## src/rtl/seq_booth_mul_pkg.sv

```systemverilog
// Shared definitions for the sequential radix-2 Booth multiplier.
//   state_e   : controller states (IDLE, CALC, DONE)
//   BOOTH_*   : decode of the low accumulator pair {acc[1], acc[0]}
//   clog2     : bit width needed to hold values 0..value-1
package seq_booth_mul_pkg;

  typedef enum logic [1:0] {
    IDLE = 2'd0,
    CALC = 2'd1,
    DONE = 2'd2
  } state_e;

  // Pairs 00 and 11 are no-ops and fall through to the default branch.
  localparam logic [1:0] BOOTH_ADD = 2'b01;
  localparam logic [1:0] BOOTH_SUB = 2'b10;

  function automatic int clog2(input int value);
    int r;
    int v;
    r = 0;
    v = value - 1;
    while (v > 0) begin
      r++;
      v = v >> 1;
    end
    if (r < 1) r = 1;
    return r;
  endfunction

endpackage

```

## src/rtl/seq_booth_mul_if.sv

```systemverilog
// Handshake bundle for seq_booth_mul.
//   in_valid/in_ready   : operand-side handshake, a/b/is_signed qualified by in_valid
//   out_valid/out_ready : result-side handshake, s qualified by out_valid
// master = the block's environment, slave = the multiplier.
interface seq_booth_mul_if #(
  parameter int WIDTH = 4
);

  logic                   in_valid;
  logic                   in_ready;
  logic [WIDTH-1:0]       a;
  logic [WIDTH-1:0]       b;
  logic                   is_signed;
  logic                   out_valid;
  logic                   out_ready;
  logic [2*WIDTH-1:0]     s;

  modport master (
    output in_valid, a, b, is_signed, out_ready,
    input  in_ready, out_valid, s
  );

  modport slave (
    input  in_valid, a, b, is_signed, out_ready,
    output in_ready, out_valid, s
  );

endinterface

```

## src/rtl/seq_booth_mul_booth_step.sv

```systemverilog
// One radix-2 Booth add/subtract on the upper accumulator half (no shift).
//   upper      : upper EW bits of the accumulator
//   ext_a      : extended multiplicand
//   pair       : {acc[1], acc[0]}
//   upper_next : upper bits after the add/subtract, before the shift
module seq_booth_mul_booth_step
  import seq_booth_mul_pkg::*;
#(
  parameter int EW = 5
) (
  input  logic [EW-1:0] upper,
  input  logic [EW-1:0] ext_a,
  input  logic [1:0]    pair,
  output logic [EW-1:0] upper_next
);

  always_comb begin
    upper_next = upper;
    case (pair)
      BOOTH_ADD: upper_next = upper + ext_a;
      BOOTH_SUB: upper_next = upper - ext_a;
      default:   upper_next = upper;
    endcase
  end

endmodule

```

## src/rtl/seq_booth_mul.sv

```systemverilog
// Sequential radix-2 Booth multiplier with valid/ready on both sides.
//   clk : rising-edge clock
//   rst : asynchronous, active-high reset
//   bus : seq_booth_mul_if slave (in_valid/in_ready/a/b/is_signed,
//         out_valid/out_ready/s)
// Operands are extended to WIDTH+1 bits so that the most-negative signed
// case and the full unsigned range are both exact. One Booth step per clock
// for WIDTH+1 clocks; s = low 2*WIDTH bits of the product.
module seq_booth_mul
  import seq_booth_mul_pkg::*;
#(
  parameter int WIDTH = 4
) (
  input  logic           clk,
  input  logic           rst,
  seq_booth_mul_if.slave bus
);

  localparam int EW    = WIDTH + 1;
  localparam int AW    = 2 * EW + 1;
  localparam int CNT_W = clog2(WIDTH + 1);

  state_e               state_q, state_d;
  logic [AW-1:0]        acc_q, acc_d;
  logic [EW-1:0]        ext_a_q, ext_a_d;
  logic [CNT_W-1:0]     cnt_q, cnt_d;
  logic [2*WIDTH-1:0]   s_q, s_d;

  logic [EW-1:0]        ext_a_in;
  logic [EW-1:0]        ext_b_in;
  logic [EW-1:0]        upper_next;
  logic [AW-1:0]        stepped;
  logic [AW-1:0]        shifted;

  assign ext_a_in = bus.is_signed ? {bus.a[WIDTH-1], bus.a} : {1'b0, bus.a};
  assign ext_b_in = bus.is_signed ? {bus.b[WIDTH-1], bus.b} : {1'b0, bus.b};

  seq_booth_mul_booth_step #(
    .EW (EW)
  ) u_step (
    .upper      (acc_q[AW-1 -: EW]),
    .ext_a      (ext_a_q),
    .pair       (acc_q[1:0]),
    .upper_next (upper_next)
  );

  assign stepped = {upper_next, acc_q[EW:0]};
  assign shifted = {stepped[AW-1], stepped[AW-1:1]};

  always_comb begin
    state_d = state_q;
    acc_d   = acc_q;
    ext_a_d = ext_a_q;
    cnt_d   = cnt_q;
    s_d     = s_q;
    case (state_q)
      IDLE: begin
        if (bus.in_valid) begin
          acc_d   = {{EW{1'b0}}, ext_b_in, 1'b0};
          ext_a_d = ext_a_in;
          cnt_d   = CNT_W'(WIDTH);
          state_d = CALC;
        end
      end
      CALC: begin
        acc_d = shifted;
        if (cnt_q == '0) begin
          // Bit 0 of the accumulator is the Booth guard bit, so the product
          // starts at bit 1.
          s_d     = shifted[2*WIDTH:1];
          state_d = DONE;
        end else begin
          cnt_d = cnt_q - CNT_W'(1);
        end
      end
      DONE: begin
        if (bus.out_ready) state_d = IDLE;
      end
      default: state_d = IDLE;
    endcase
  end

  always_ff @(posedge clk or posedge rst) begin
    if (rst) begin
      state_q <= IDLE;
      acc_q   <= '0;
      ext_a_q <= '0;
      cnt_q   <= '0;
      s_q     <= '0;
    end else begin
      state_q <= state_d;
      acc_q   <= acc_d;
      ext_a_q <= ext_a_d;
      cnt_q   <= cnt_d;
      s_q     <= s_d;
    end
  end

  assign bus.in_ready  = (state_q == IDLE);
  assign bus.out_valid = (state_q == DONE);
  assign bus.s         = s_q;

endmodule

```

## src/flat_wrapper.sv

```systemverilog
// flat-port wrapper written by rule: the top's interface ports become plain ports
module seq_booth_mul_flat import seq_booth_mul_pkg::*;
#(
  parameter int WIDTH = 4
)
  (clk, rst, bus_in_valid, bus_a, bus_b, bus_is_signed, bus_out_ready, bus_in_ready, bus_out_valid, bus_s);
  seq_booth_mul_if #(.WIDTH(WIDTH)) bus_i ();
  input  logic clk;
  input  logic rst;
  input wire logic [$bits(bus_i.in_valid)-1:0] bus_in_valid;
  input wire logic [$bits(bus_i.a)-1:0] bus_a;
  input wire logic [$bits(bus_i.b)-1:0] bus_b;
  input wire logic [$bits(bus_i.is_signed)-1:0] bus_is_signed;
  input wire logic [$bits(bus_i.out_ready)-1:0] bus_out_ready;
  output wire logic [$bits(bus_i.in_ready)-1:0] bus_in_ready;
  output wire logic [$bits(bus_i.out_valid)-1:0] bus_out_valid;
  output wire logic [$bits(bus_i.s)-1:0] bus_s;
  assign bus_i.in_valid = bus_in_valid;
  assign bus_i.a = bus_a;
  assign bus_i.b = bus_b;
  assign bus_i.is_signed = bus_is_signed;
  assign bus_i.out_ready = bus_out_ready;
  assign bus_in_ready = bus_i.in_ready;
  assign bus_out_valid = bus_i.out_valid;
  assign bus_s = bus_i.s;
  seq_booth_mul #(.WIDTH(WIDTH)) u_core (.clk(clk), .rst(rst), .bus(bus_i));
endmodule
```

## config.mk

```make
export PLATFORM = sky130hd
export DESIGN_NAME = seq_booth_mul_flat
export DESIGN_NICKNAME = d
export VERILOG_FILES = /design/src/rtl/seq_booth_mul_pkg.sv /design/src/rtl/seq_booth_mul_if.sv /design/src/rtl/seq_booth_mul_booth_step.sv /design/src/rtl/seq_booth_mul.sv /design/src/flat_wrapper.sv
export SDC_FILE = /design/constraint.sdc
export NUM_CORES = 1
export LEC_CHECK = 0
export CORE_UTILIZATION = 50
export DETAILED_ROUTE_END_ITERATION = 12
export PLACE_DENSITY_LB_ADDON = 0.08
export RECOVER_POWER = 25
export SYNTH_ARGS = -nofsm -noshare
export SYNTH_HDL_FRONTEND = slang
export SYNTH_HIERARCHICAL = 1
export SYNTH_SLANG_ARGS = --single-unit
```

## constraint.sdc

```tcl
create_clock -name clk -period 8.2 [get_ports clk]
set_clock_uncertainty 0.15 [all_clocks]
set_input_delay 1.64 -clock clk [delete_from_list [all_inputs] [get_ports clk]]
set_output_delay 1.64 -clock clk [all_outputs]
set_load 0.02 [all_outputs]
```

==> Word-level counts from Yosys, hierarchy flattened <==
Index checks and enable logic that the tools add are counted.
{ "totals": {"regBits": 29, "input_bits": 13, "output_inout_bits": 10, "wordCells": 36} }
{ "op_classes": {"addsub": 3, "n_eq_ne": 8, "muxes": 12, "reduce_logical": 8} }
{ "ops": {"columns": ["op", "n"], "rows": [
  ["11-bit case mux with 2 select lines", 1],
  ["11-bit 2-to-1 mux", 1],
  ["5-bit 2-to-1 mux", 2],
  ["5-bit case mux with 2 select lines", 1],
  ["2-bit 2-to-1 mux", 3],
  ["3-bit 2-to-1 mux", 2],
  ["2-bit inequality test (second input constant)", 3],
  ["2-bit case mux with 3 select lines", 1],
  ["3-bit case mux with 2 select lines", 1],
  ["2-bit AND reduction", 3],
  ["3-bit AND reduction", 2],
  ["5-bit adder", 1],
  ["5-bit subtractor", 1],
  ["2-bit by 1-bit == test with 1-bit output (second input constant)", 2],
  ["2-bit == test (second input constant)", 2],
  ["3-bit logical NOT", 1],
  ["3-bit by 1-bit subtractor with 3-bit output (second input constant)", 1],
  ["2-bit logical NOT", 1],
  ["2-bit by 1-bit inequality test with 1-bit output (second input constant)", 1],
  ["2-bit nonzero test", 1]
]} }

==> Logic depth before layout (Yosys ltp) <==
{ "depth": {"ltp_word": 3, "mapped_depth": 11, "mapped_depth_nobuf": 11} }

==> Hierarchy <==
Netlist, hierarchy kept.
{ "modules_own_cells": {"columns": ["mod", "n_inst", "cells_each", "area_each_um2", "seq_area_each_um2"], "rows": [
  ["seq_booth_mul", 1, 102, 1278.7, 700.7],
  ["seq_booth_mul_booth_step", 1, 43, 312.8, 0.0]
]} }

==> Worst setup path after synthesis <==
No wires, ideal clock.
{ "synth_path": {"path_kind": "flip-flop to output port", "from": "register u_core.state_q[0]", "to": "output port bus_out_valid", "arrival_time_ns": 0.895, "t_required_ns": 6.410, "setup_slack_ns": 5.515, "path_stages_with_launch": 3, "path_buffers": 1, "cell_sequence": "dfrtp_1 > clkbuf_1 > nor2_1"} }
{ "synth_between": {"elab_chain_cells": 1} }
{ "synth_rtl": {"columns": ["element", "line", "text"], "rows": [
  ["start: declaration", "seq_booth_mul.sv:23", "state_e state_q, state_d;"],
  ["start signal: assignment", "seq_booth_mul.sv:91", "state_q <= state_d;"],
  ["2-bit == test", "seq_booth_mul.sv:100", "assign bus.out_valid = (state_q == DONE);"],
  ["end: declaration", "flat_wrapper.sv:16", "output wire logic [$bits(bus_i.out_valid)-1:0] bus_out_valid;"]
]} }
No other way between the ends.

==> Worst setup path after layout <==
{ "layout_path": {"from": "register u_core.state_q[1]", "to": "output port bus_out_valid"} }
Same word-level chain as after synthesis.

==> metrics <==
grt ovf 0; WL/cell about 13 um; GPL Wtd Cong about 0.83; met3 GRT Util 0.0264; type of origin of the critical path flop; Async SR Flop Fraction 1.00; Final Max Slew Viols 0; EDFF count, synth 0; Root Driver clkbuf_4; die height 58.4 um; I/O pins 23; die area 0.00341 sq mm; most used flip-flop cell after synthesis dfrtp_1; GRT Max-Usage Layer met2; Rows 20; Crit Path Max Fanout 11; worst-skew pair later-pin latency 0.33 ns; Synth top cells by count 28 x dfrtp_1, 15 x inv_1, 9 x mux2_4, 9 x nor2_1, 8 x ha_1; CTS buffer count 3; initial core utilization 0.526; CTS Sinks 28; Final ANT Viol Nets 0; Syn-to-layout area delta 16.3%; Vias/cell between 5 and 6; core footprint slightly above 0.003 sq mm; Hold Vio Cnt, Final 0; Clock Path Buffers 2; worst vdd ir between 0.15 and 0.2 mV; Yosys top cell by area dfrtp_1; Syn Nets around 170; Max Cap Viol 0; Post-layout nets 188; relative slew slack 0.305; Yosys top cell area share 0.440; crit share post-route 0.437; Final setup viols 0; post-synthesis sequential area ratio 0.440; TritonCTS clock tree yes; first-pass detailed-route iteration total 4; most frequent cell after synthesis dfrtp_1; Hold WC Path Type flop to flop; largest cells by area after synthesis dfrtp_1 44%, mux2_4 8.5%, ha_1 6.3%; fin crit period ~3.6 ns; M2 GR Usage 0.297; Total Neg Setup Slack 0 ns; Synth Register Bits 28; initial antenna violation count 0; setup ws final around 4.6 ns; cell area power density around 440 mW/mm^2; status finished clean; Post-DP HPWL about 2100 um; Inserted Diodes 0; Post-Place Setup Slack between 4 and 5 ns; Chip Width just under 60 um; PortBufs 22; RSZ-0062 raised after global routing no; GRT Overall Usage 0.183; DR iter-0 viols 29; largest net degree at the start of global routing 29; critical path class flop to primary output; cts hold-fix bufs 0; Synth Warn # 6; syn_area_per_cell approximately 11 sq um; Setup Buffers After CTS 0; critical path required time roughly 6.4 ns; clock slew at reported path FFs 0.16 ns; Total Wirelength 2800 um; DR vias 1103; synth unique cells 34; Mapped Cells 145; first-pass GRT wire length between 4000 and 5000 um; Static Leak 0.846 nW; Filler Cell Count approximately 270; Fmax about 280 MHz; synthesized area ~0.0016 sq mm; vias in the first global route just over 1000; post-CTS sizing 0; Worst EP arrival 1.79 ns; DRC errors left 0; share of cells above drive strength 1 0.0727; slew at the pin with the worst max-slew slack 1.04 ns; met1 global-route usage 0.256; CTS H-tree lvls 1; CP Capture Type primary output
-- critical path: stages, from the launching register on --
cell	delay (ns)
dfrtp_1	0.57
inv_1	0.14
nor2_1	0.14
clkdlybuf4s50_1	0.62
-- final cells by class --
class / instances / area [sq um] / share of cell area
well taps: 44 / 55.1 / 0.0297
clock inverters: 1 / 30.0 / 0.0162
inverters: 15 / 56.3 / 0.0304
repair buffers: 22 / 220 / 0.119
flip-flops and latches: 28 / 701 / 0.379
multi-input cells: 96 / 766 / 0.414
clock buffers: 3 / 22.5 / 0.0122
-- power breakdown --
| group | switching [W] | internal (W) |
|---|---|---|
| combinational | 0.000226 | 0.000241 |
| sequential | 0.0000607 | 0.000202 |
| clock | 0.0000408 | 0.0000494 |
-- metal layers --
layer	up-vias	share of wire	wire length [um]
met2	22	0.48	1350
met3	2	0.039	109
met1	538	0.47	1330
li1	541	-	-
met4	0	0.0061	17
met5	-	0	0
-- path summary, 6_finish.rpt --
| path | start | endpoint | slack (ns) | cells after the start |
|---|---|---|---|---|
| max reg2reg | u_core/ext_a_q[0] | u_core/acc_q[9] | 5.43 | 10 |
| min reg2reg | u_core/bus.s[0] | u_core/bus.s[0] | 0.35 | 1 |
| max | u_core/state_q[1] | bus_out_valid | 4.62 | 3 |
| max in group asynchronous | rst | u_core/acc_q[0] | 5.57 | 2 |
| min | u_core/bus.s[0] | u_core/bus.s[0] | 0.35 | 1 |
| min in group asynchronous | rst | u_core/bus.s[3] | 1.70 | 2 |
-- through the flow --
| stage | instances | area (sq um) | power, W | utilization | hold WS [ns] |
|---|---|---|---|---|---|
| global placement | 205 | 1830 | 0.000741 | 0.604 | 0.334 |
| global route | 209 | 1850 | 0.000895 | 0.611 | 0.376 |
| floorplan | 145 | 1590 | 0.000645 | - | 0.316 |
| CTS | 209 | 1880 | 0.000851 | 0.621 | 0.384 |
| finish | 209 | 1850 | 0.000820 | 0.611 | 0.353 |
| detailed placement | 205 | 1830 | 0.000758 | 0.604 | 0.340 |
-- state kept, by name, summed over array words and instances (netlist names) --
register and flops:
u_core/acc_q 10, u_core/bus.s 8, u_core/ext_a_q 5, u_core/cnt_q 3
u_core/state_q 2
-- placed cells by master, fill, tap and decap left out, types with 6 or more instances in the layout --
cell type        count
dfrtp_1             28
clkdlybuf4s50_1     21
inv_1               15
mux2_1              11
nor2_1               9
ha_1                 8
a22o_1               7
o21ai_0              7
a21oi_1              7
nor2b_1              6
nand2_1              6
-- kinds of logic (layout without fill, tap and decap cells) --
| group | Yosys count | after routing | share of synthesized area |
|---|---|---|---|
| and+or+nand+nor | 29 | 29 | 0.101 |
| adders and majority gates | 9 | 9 | 0.0755 |
| buffers and inverters | 21 | 41 | 0.0597 |
| DFF | 28 | 28 | 0.440 |
| AOI/OAI and AO/OA | 35 | 35 | 0.145 |
| xor gates and xnor gates | 6 | 6 | 0.0377 |
| muxes | 17 | 17 | 0.141 |
Power figures use the tool's default switching activity.
